**src/rtl/shot_pkg.sv**
```systemverilog
// Shared types for the shot scheduler: slot record, controller states, spawn helper.
package shot_pkg;

   localparam int c_DefNumShots = 4;
   localparam int c_DefSlotW    = $clog2(c_DefNumShots);

   typedef logic [c_DefSlotW-1:0] slot_idx_t;

   typedef struct packed {
      logic       active;
      logic [5:0] row;
      logic [5:0] col;
   } shot_t;

   typedef enum logic [1:0] {
      IDLE     = 2'd0,
      ARMED    = 2'd1,
      COOLDOWN = 2'd2
   } state_e;

   // Column wraps modulo 64 like the rest of the board arithmetic.
   function automatic logic [5:0] spawn_col(input logic [5:0] paddle_y, input int height);
      return paddle_y + 6'(height / 2);
   endfunction

endpackage

```
**src/rtl/shot_slot_alloc.sv**
```systemverilog
// Lowest-set-bit priority encoder; used for free-slot allocation and for the draw match.
module shot_slot_alloc #(
   parameter  int c_N = 4,
   localparam int c_W = $clog2(c_N)
) (
   input  logic [c_N-1:0] i_Mask,
   output logic           o_Valid,
   output logic [c_W-1:0] o_Idx
);

   // Scan from the top so the lowest set index is the last one written.
   always_comb begin
      o_Valid = 1'b0;
      o_Idx   = '0;
      for (int i = c_N - 1; i >= 0; i--) begin
         o_Valid = o_Valid | i_Mask[i];
         o_Idx   = i_Mask[i] ? c_W'(i) : o_Idx;
      end
   end

endmodule

```
**src/rtl/shot_sched.sv**
```systemverilog
// Projectile scheduler: fire acceptance, slot allocation, shot movement and draw match.
// Build option: SHOT_AUTOFIRE_EN makes the fire event the i_Fire level instead of its rising edge.
module shot_sched
   import shot_pkg::*;
#(
   parameter int c_NumShots     = c_DefNumShots,
   parameter int c_PaddleRow    = 29,
   parameter int c_PaddleHeight = 4,
   parameter int c_ShotSpeed    = 625000,
   parameter int c_Cooldown     = 2500000
) (
   input  logic                          i_Clk,
   input  logic                          i_Rst_L,
   input  logic                          i_Game_Active,
   input  logic                          i_Fire,
   input  logic [5:0]                    i_PaddleY,
   input  logic                          i_Hit_Valid,
   input  logic [$clog2(c_NumShots)-1:0] i_Hit_Slot,
   input  logic [5:0]                    i_ColCountDiv,
   input  logic [5:0]                    i_RowCountDiv,
   output logic                          o_DrawShot,
   output logic [$clog2(c_NumShots)-1:0] o_ShotSlot,
   output logic                          o_Fired,
   output logic [c_NumShots-1:0]         o_ActiveMask
);

   localparam int c_SW = $clog2(c_NumShots);
   localparam int c_TW = $clog2(c_ShotSpeed + 1);
   localparam int c_CW = $clog2(c_Cooldown + 1);

   state_e            state_q, state_d;
   logic [c_CW-1:0]   cd_q, cd_d;
   logic [c_TW-1:0]   tick_q, tick_d;
   logic              fire_prev_q, fire_prev_d;
   shot_t             slot_q [c_NumShots];
   shot_t             slot_d [c_NumShots];
   logic              fired_q, fired_d;
   logic              draw_q, draw_d;
   logic [c_SW-1:0]   draw_slot_q, draw_slot_d;

   logic [c_NumShots-1:0] active_mask_s, free_mask_s, match_mask_s;
   logic                  alloc_valid_s, match_valid_s;
   logic [c_SW-1:0]       alloc_idx_s, match_idx_s;
   logic                  tick_s, fire_evt_s, accept_s;

   // Per-slot views of the registered pool.
   always_comb begin
      active_mask_s = '0;
      free_mask_s   = '0;
      match_mask_s  = '0;
      for (int i = 0; i < c_NumShots; i++) begin
         active_mask_s[i] = slot_q[i].active;
         free_mask_s[i]   = ~slot_q[i].active;
         match_mask_s[i]  = slot_q[i].active && (slot_q[i].row == i_RowCountDiv)
                            && (slot_q[i].col == i_ColCountDiv);
      end
   end

   shot_slot_alloc #(.c_N(c_NumShots)) u_alloc (
      .i_Mask (free_mask_s),
      .o_Valid(alloc_valid_s),
      .o_Idx  (alloc_idx_s)
   );

   shot_slot_alloc #(.c_N(c_NumShots)) u_match (
      .i_Mask (match_mask_s),
      .o_Valid(match_valid_s),
      .o_Idx  (match_idx_s)
   );

   // Fire event, move tick and acceptance decision.
   always_comb begin
      fire_prev_d = i_Fire;
`ifdef SHOT_AUTOFIRE_EN
      fire_evt_s  = i_Fire;
`else
      fire_evt_s  = i_Fire & ~fire_prev_q;
`endif
      tick_s   = (state_q != IDLE) && (tick_q == c_TW'(c_ShotSpeed - 1));
      accept_s = i_Game_Active && (state_q == ARMED) && fire_evt_s && alloc_valid_s;
   end

   // Controller next state; losing game-active overrides every other transition.
   always_comb begin
      state_d = state_q;
      cd_d    = cd_q;
      if (!i_Game_Active) begin
         state_d = IDLE;
         cd_d    = '0;
      end else begin
         case (state_q)
            IDLE: begin
               state_d = ARMED;
               cd_d    = '0;
            end
            ARMED: begin
               if (accept_s) begin
                  state_d = COOLDOWN;
                  cd_d    = c_CW'(c_Cooldown - 1);
               end else begin
                  state_d = ARMED;
               end
            end
            COOLDOWN: begin
               if (cd_q == '0) begin
                  state_d = ARMED;
               end else begin
                  cd_d = cd_q - c_CW'(1);
               end
            end
            default: begin
               state_d = IDLE;
               cd_d    = '0;
            end
         endcase
      end
   end

   // Free-running move-rate counter, parked at zero while idle.
   always_comb begin
      tick_d = tick_q;
      if (!i_Game_Active || (state_q == IDLE)) begin
         tick_d = '0;
      end else if (tick_s) begin
         tick_d = '0;
      end else begin
         tick_d = tick_q + c_TW'(1);
      end
   end

   // Slot update: flush, then hit, then tick move; allocation only into slots free at cycle start.
   always_comb begin
      for (int i = 0; i < c_NumShots; i++) begin
         slot_d[i] = slot_q[i];
         if (!i_Game_Active) begin
            slot_d[i] = '0;
         end else if (slot_q[i].active) begin
            if (i_Hit_Valid && (i_Hit_Slot == c_SW'(i))) begin
               slot_d[i] = '0;
            end else if (tick_s) begin
               if (slot_q[i].row == 6'd0) begin
                  slot_d[i] = '0;
               end else begin
                  slot_d[i].row = slot_q[i].row - 6'd1;
               end
            end else begin
               slot_d[i] = slot_q[i];
            end
         end else if (accept_s && (alloc_idx_s == c_SW'(i))) begin
            slot_d[i].active = 1'b1;
            slot_d[i].row    = 6'(c_PaddleRow - 1);
            slot_d[i].col    = spawn_col(i_PaddleY, c_PaddleHeight);
         end else begin
            slot_d[i] = slot_q[i];
         end
      end
   end

   // Output staging; draw is blanked on the cycle play stops.
   always_comb begin
      fired_d     = accept_s;
      draw_d      = i_Game_Active & match_valid_s;
      draw_slot_d = i_Game_Active ? match_idx_s : '0;
   end

   // State registers with synchronous active-low reset.
   always_ff @(posedge i_Clk) begin
      if (!i_Rst_L) begin
         state_q     <= IDLE;
         cd_q        <= '0;
         tick_q      <= '0;
         fire_prev_q <= 1'b0;
         fired_q     <= 1'b0;
         draw_q      <= 1'b0;
         draw_slot_q <= '0;
         for (int i = 0; i < c_NumShots; i++) begin
            slot_q[i] <= '0;
         end
      end else begin
         state_q     <= state_d;
         cd_q        <= cd_d;
         tick_q      <= tick_d;
         fire_prev_q <= fire_prev_d;
         fired_q     <= fired_d;
         draw_q      <= draw_d;
         draw_slot_q <= draw_slot_d;
         for (int i = 0; i < c_NumShots; i++) begin
            slot_q[i] <= slot_d[i];
         end
      end
   end

   assign o_Fired      = fired_q;
   assign o_ActiveMask = active_mask_s;
   assign o_DrawShot   = draw_q;
   assign o_ShotSlot   = draw_slot_q;

endmodule

```
**config.mk**
```make
export PLATFORM = sky130hd
export DESIGN_NAME = shot_sched
export DESIGN_NICKNAME = d
export VERILOG_FILES = /design/src/rtl/shot_pkg.sv /design/src/rtl/shot_slot_alloc.sv /design/src/rtl/shot_sched.sv
export SDC_FILE = /design/constraint.sdc
export NUM_CORES = 1
export LEC_CHECK = 0
export BUFFER_PORTS_ARGS = -buffer_cell sky130_fd_sc_hd__buf_2
export CAP_MARGIN = 30
export CORE_MARGIN = 1
export CORE_UTILIZATION = 60
export CTS_BUF_LIST = sky130_fd_sc_hd__clkbuf_8
export DETAILED_ROUTE_END_ITERATION = 12
export MAX_ROUTING_LAYER = met4
export PLACE_DENSITY = 0.76
export SYNTH_ARGS = -nofsm -noshare
export SYNTH_HDL_FRONTEND = slang
export SYNTH_SLANG_ARGS = --single-unit
```
**constraint.sdc**
```tcl
create_clock -name i_Clk -period 5.2 [get_ports i_Clk]
set_input_delay 1.56 -clock i_Clk [delete_from_list [all_inputs] [get_ports i_Clk]]
set_output_delay 1.56 -clock i_Clk [all_outputs]
set_load 0.1 [all_outputs]
```
Word-level counts from Yosys, hierarchy flattened:

Memory sizes are Yosys's and may differ from the RTL's.
Cells that the tools add are included.

* flip-flop bits (word level): 49
* word-level logic and storage cells: 142
* memories kept: 1
* output and inout bits: 8
* bits in writable memories: 52
* bits of input ports: 25

Memories
* slot_q: depth 4, bits a word 13, read ports 4, clocked after Yosys merged registers in 0, wr ports 4, line shot_sched.sv:35 `shot_t slot_q [c_NumShots];`

* $add $sub $neg: 7
* equality and inequality tests: 20
* reduce and logical (&&, ||, !) cells: 36
* mux-type cells: 51
* bitwise logic cells: 19

Operator list (number)
* 2-to-1 mux 13 bit: 24
* == test 6 bit: 8
* 2-to-1 mux 6 bit: 8
* 2-to-1 mux 22 bit: 2
* case mux 22 bit (2 select lines): 1
* zero test 6 bit: 4
* subtractor 6 x 1 -> 6 bit (second input constant): 4
* zero test 22 bit: 1
* subtractor 22 x 1 -> 22 bit (second input constant): 1
* adder 20 x 1 -> 20 bit (second input constant): 1
* == test 20 bit (second input constant): 1
* logical AND 1 bit: 20
* 2-to-1 mux 2 bit: 8
* == test 2 bit (second input constant): 5
* bitwise OR 1 bit: 10
* 2-to-1 mux 1 bit: 7
* inverter 1 bit: 7
* adder 6 x 2 -> 6 bit (second input constant): 1
* == test 2 x 1 -> 1 bit (second input constant): 3
* zero test 2 bit: 3
* != test 2 bit (second input constant): 3
* case mux 2 bit (3 select lines): 1
* OR reduction 3 bit: 2
* AND reduction 2 bit: 2
* 5 further kinds: 6

Depth between registers and ports, before layout:

An unclocked memory read counts as a cell.

* word-level depth: 11
* depth in mapped cells: 9
* mapped depth without buffers: 8

By module:

A second synthesis with hierarchy kept.

* cells, all modules: 716
* area total of the unflattened synthesis: 5903.2 µm²

By module, submodules not included
* shot_sched: area each 5833.1 µm², instances 1, cells each 702, seq. area each 2021.9 µm²
* shot_slot_alloc: area each 35.0 µm², instances 2, cells each 7, seq. area each 0.0 µm²

Least setup slack after synthesis:

OpenSTA, ideal clock, no wires.

* kind: input to register
* start: in i_Game_Active
* end: reg cd_q[12]
* setup time: 129 ps
* path slack: 2226 ps
* cell stages on the path: 7
* arrival: 2846 ps
* data required time: 5071 ps
* buffers on the path: 2
* cells stage by stage: nand4b_1 > o21ai_2 > o41ai_2 > buf_4 > buf_6 > o211ai_1 > o41ai_1

* word-level cells in the longest chain between the ends: 5
* elaborated cells on any way between the ends: 6
* classes of those cells: 1 x eq/ne; 5 x reduce/logical

RTL lines
* from (decl): line shot_sched.sv:14 `input logic i_Game_Active,`
* logical AND 1 bit (3 in a row): line shot_sched.sv:80 `accept_s = i_Game_Active && (state_q == ARMED) && fire_evt_s && alloc_valid_s;`
* != test 2 bit (no source line)
* AND reduction 2 bit (no source line)
* to (signal assigned): line shot_sched.sv:170 `cd_q <= '0;`
* to (signal assigned): line shot_sched.sv:181 `cd_q <= cd_d;`
* to (decl): line shot_sched.sv:32 `logic [c_CW-1:0] cd_q, cd_d;`

Several ways; a longest one is shown, not always the timed one.
A chain may end at the register's enable or synchronous reset.

Worst setup path after layout:

* start: in i_Game_Active
* end: reg cd_q[0]

Same word-level chain as after synthesis.

==> reports/metrics.csv <==
stage;metric;value;unit
status;outcome;finished clean;
drt;dr.pass1.iters;5;
timing;tns;0;ns
synthesis;syn_avg_cell_area;8.219;um^2
timing;max_freq;311.5;MHz
worst_setup_path;worst_r2r_endpoint;cd_q[0];
place;portBuffers;32;
floorplanning;fp.dieH;99.01;um
worst_setup_path;crit_type;in -> reg;
hold_path;hp-class;reg -> reg;
hold_path;holdPathEnd;tick_q[0];
timing;fin_skew;0.01111;ns
layout;area_delta_synth_final;7.711;%
worst_setup_path;critPathMaxFanout;30;
synthesis;synth-seq-cells;101;
clock_tree;cts_hold_buf;0;
drt;routed_wl;14140;um
worst_setup_path;crit_path_end_kind;flop;
timing;finalHoldViolCount;0;
floorplanning;core_region_area;9196;um^2
global_route;grt_pass1_vias;4810;
clock_tree;cts_tree;done;
global_route;grt_pass1_wl;23430;um
layout;layout-drive-gt1-share;0.1122;
place;hpwl;10170;um
timing;rsz0062_at_grt;false;
synthesis;ys_seq_area_frac;0.3581;
power_and_ir_drop;p_per_area;248.7;nW/um^2
layout;fin_nets;740;
synthesis;yosys.area_share.simple;0.2564;
timing;relSlewSlack;0.3943;
synthesis;yosysUniqueCellTypes;67;
synthesis;async_flop_share;0;
power_and_ir_drop;total_power;1.513;mW
clock_tree;clock_latency;0.38;ns
clock_tree;clock-sinks;101;
timing;tightestPinTransition;0.9086;ns
global_route;grt_overflow;0;
drt;drt_iter0_markers;259;
synthesis;synth-edff-count;0;
run;cap_violations;0;
clock_tree;clockBufferDepth;2;
hold_path;min-delay-start;tick_q[0];
drt;wl_per_cell;17.35;um
floorplanning;core.rowCount;35;
clock_tree;ctsRootBufferMaster;clkbuf_8;
layout;fillCellCount;802;
place;gp_congestion;0.9250;
global_route;track_usage;0.3091;
synthesis;synth.area.mux_share;0.003767;
synthesis;synthesis.area;5647;um^2
layout;layout_commonest_cell;dfxtp_1;
hold_path;whs_path_depth;1;
global_route;antenna_found_initial;0;
clock_tree;clk_pin_slew_worst_paths;0.09;ns
timing;period_needed;3.210;ns
drt;ant_nets;0;
floorplanning;die_area;9803;um^2
clock_tree;cts_made_buffers;9;
worst_setup_path;worstPathArrival;3.52;ns
clock_tree;postCtsSetupRepairBufs;0;
synthesis;synth_cells;687;
floorplanning;die_w;99.01;um
synthesis;synth_top_family_by_area;simple AND/OR/NAND/NOR gates;
worst_setup_path;crit_path_start_kind;primary input;
layout;finish.utilization;0.6614;
floorplanning;ioPinCount;33;
global_route;grt_max_degree;36;
worst_setup_path;reg2reg_slack;2.21;ns
timing;finalSetupViolCount;0;
worst_setup_path;rr_startpoint;state_q[1];
drt;via_count;5175;
synthesis;synth_xor_area_frac;0.1163;
power_and_ir_drop;ir_drop;167.2;uV
timing;post-route-period-util;0.6174;
synthesis;synth-adder-area-share;0.03324;
worst_setup_path;reg2reg_depth;8;
floorplanning;start_util;0.6140;
timing;final_max_slew_viol_count;0;
clock_tree;cts_resized;0;
drt;drc_errors;0;
layout;layout_common_cells;101 x dfxtp_1, 69 x nor2_1, 56 x nand2_1;
synthesis;synth_warnings;0;
synthesis;synth_compound_area_frac;0.1846;
worst_setup_path;cp.required;5.51;ns
power_and_ir_drop;p_leak;2.280;nW
drt;vias_per_cell;6.350;
synthesis;syn-num-nets;727;
layout;antenna_cells;0;
synthesis;ys.flop_type;dfxtp_1;
clock_tree;cts_htree_levels;3;
power by group:
group	internal [mW]	switching, mW
clock network	0.343	0.269
logic	0.0418	0.0800
registers	0.776	0.00363
total	1.16	0.352
through the flow:
stage          instance area (um^2)  std cells  setup WS, ns  hold slack [ns]
6_report                       6082        815         1.990           0.4722
3_5_place_dp                   5828        799         1.593           0.4613
2_1_floorplan                  5647        687         2.226           0.4262
3_3_place_gp                   5821        798         1.580           0.4405
4_1_cts                        6075        814         1.986           0.4838
5_1_grt                        6082        815         1.870           0.4986
registers in the layout (all words and copies together) (netlist names):
register,flops
slot_q,52
cd_q,22
tick_q,20
o_ShotSlot,2
state_q,2
fire_prev_q,1
o_DrawShot,1
o_Fired,1
worst max-delay path: stages:
cell and delay [ns]:
buf_2 0.09, nand4b_1 0.37, o21ai_2 0.51, o41ai_4 0.14, buf_4 0.25, or3b_2 0.47
a21oi_2 0.11
synthesized netlist by cell type (18+ instances only):
cell type  number  area (um^2)
dfxtp_1       101         2022
nor4_1         18        112.6
xor2_1         40        350.3
xnor2_1        35        306.5
o21ai_0        43        215.2
a21oi_1        31        155.2
nand3_1        39        195.2
nand2_1        56        210.2
nor3_1         23        115.1
clkbuf_1       26        97.59
nor2_1         69        259.0
inv_1          20        75.07
per-layer routing:
layer,share of wire,global-route usage,up-vias
met4,0.0090,0.06085,0
li1,-,-,2488
met1,0.45,0.4106,2482
met2,0.47,0.4884,188
met3,0.074,0.06312,17
met5,0,-,-
cell families (layout without fill, tap and decap cells):
| kind of cell | after synthesis | in the layout |
|---|---|---|
| XOR/XNOR | 75 | 75 |
| multiplexers | 2 | 2 |
| buffers and inverters | 58 | 75 |
| AO/OA/AOI/OAI | 156 | 156 |
| AND/OR/NAND/NOR | 280 | 280 |
| flip-flops | 101 | 101 |
| adder cells (fa/ha/maj) | 15 | 15 |
layout make-up:
cell class,count,area (um^2),share of cell area
clock buffer,11,151.4,0.02489
tap,111,138.9,0.02283
clock inverter,4,95.09,0.01563
multi-input combinational,528,3379,0.5556
sequential,101,2022,0.3324
timing repair buffer,40,220.2,0.03621
inverter,20,75.07,0.01234
how the worst max path moves through the flow:
stage             startpoint            end  slack (ns)  cells past startpoint
2_1_floorplan  i_Game_Active       cd_q[12]        2.23                      7
3_3_place_gp   i_Game_Active  slot_q[3][11]        1.58                      6
3_5_place_dp   i_Game_Active        cd_q[0]        1.59                      7
4_1_cts        i_Game_Active        cd_q[0]        1.99                      7
5_1_grt              i_Rst_L   slot_q[0][5]        1.87                      7
6_report       i_Game_Active        cd_q[0]        1.99                      7
(Power assumes the default switching activity.)
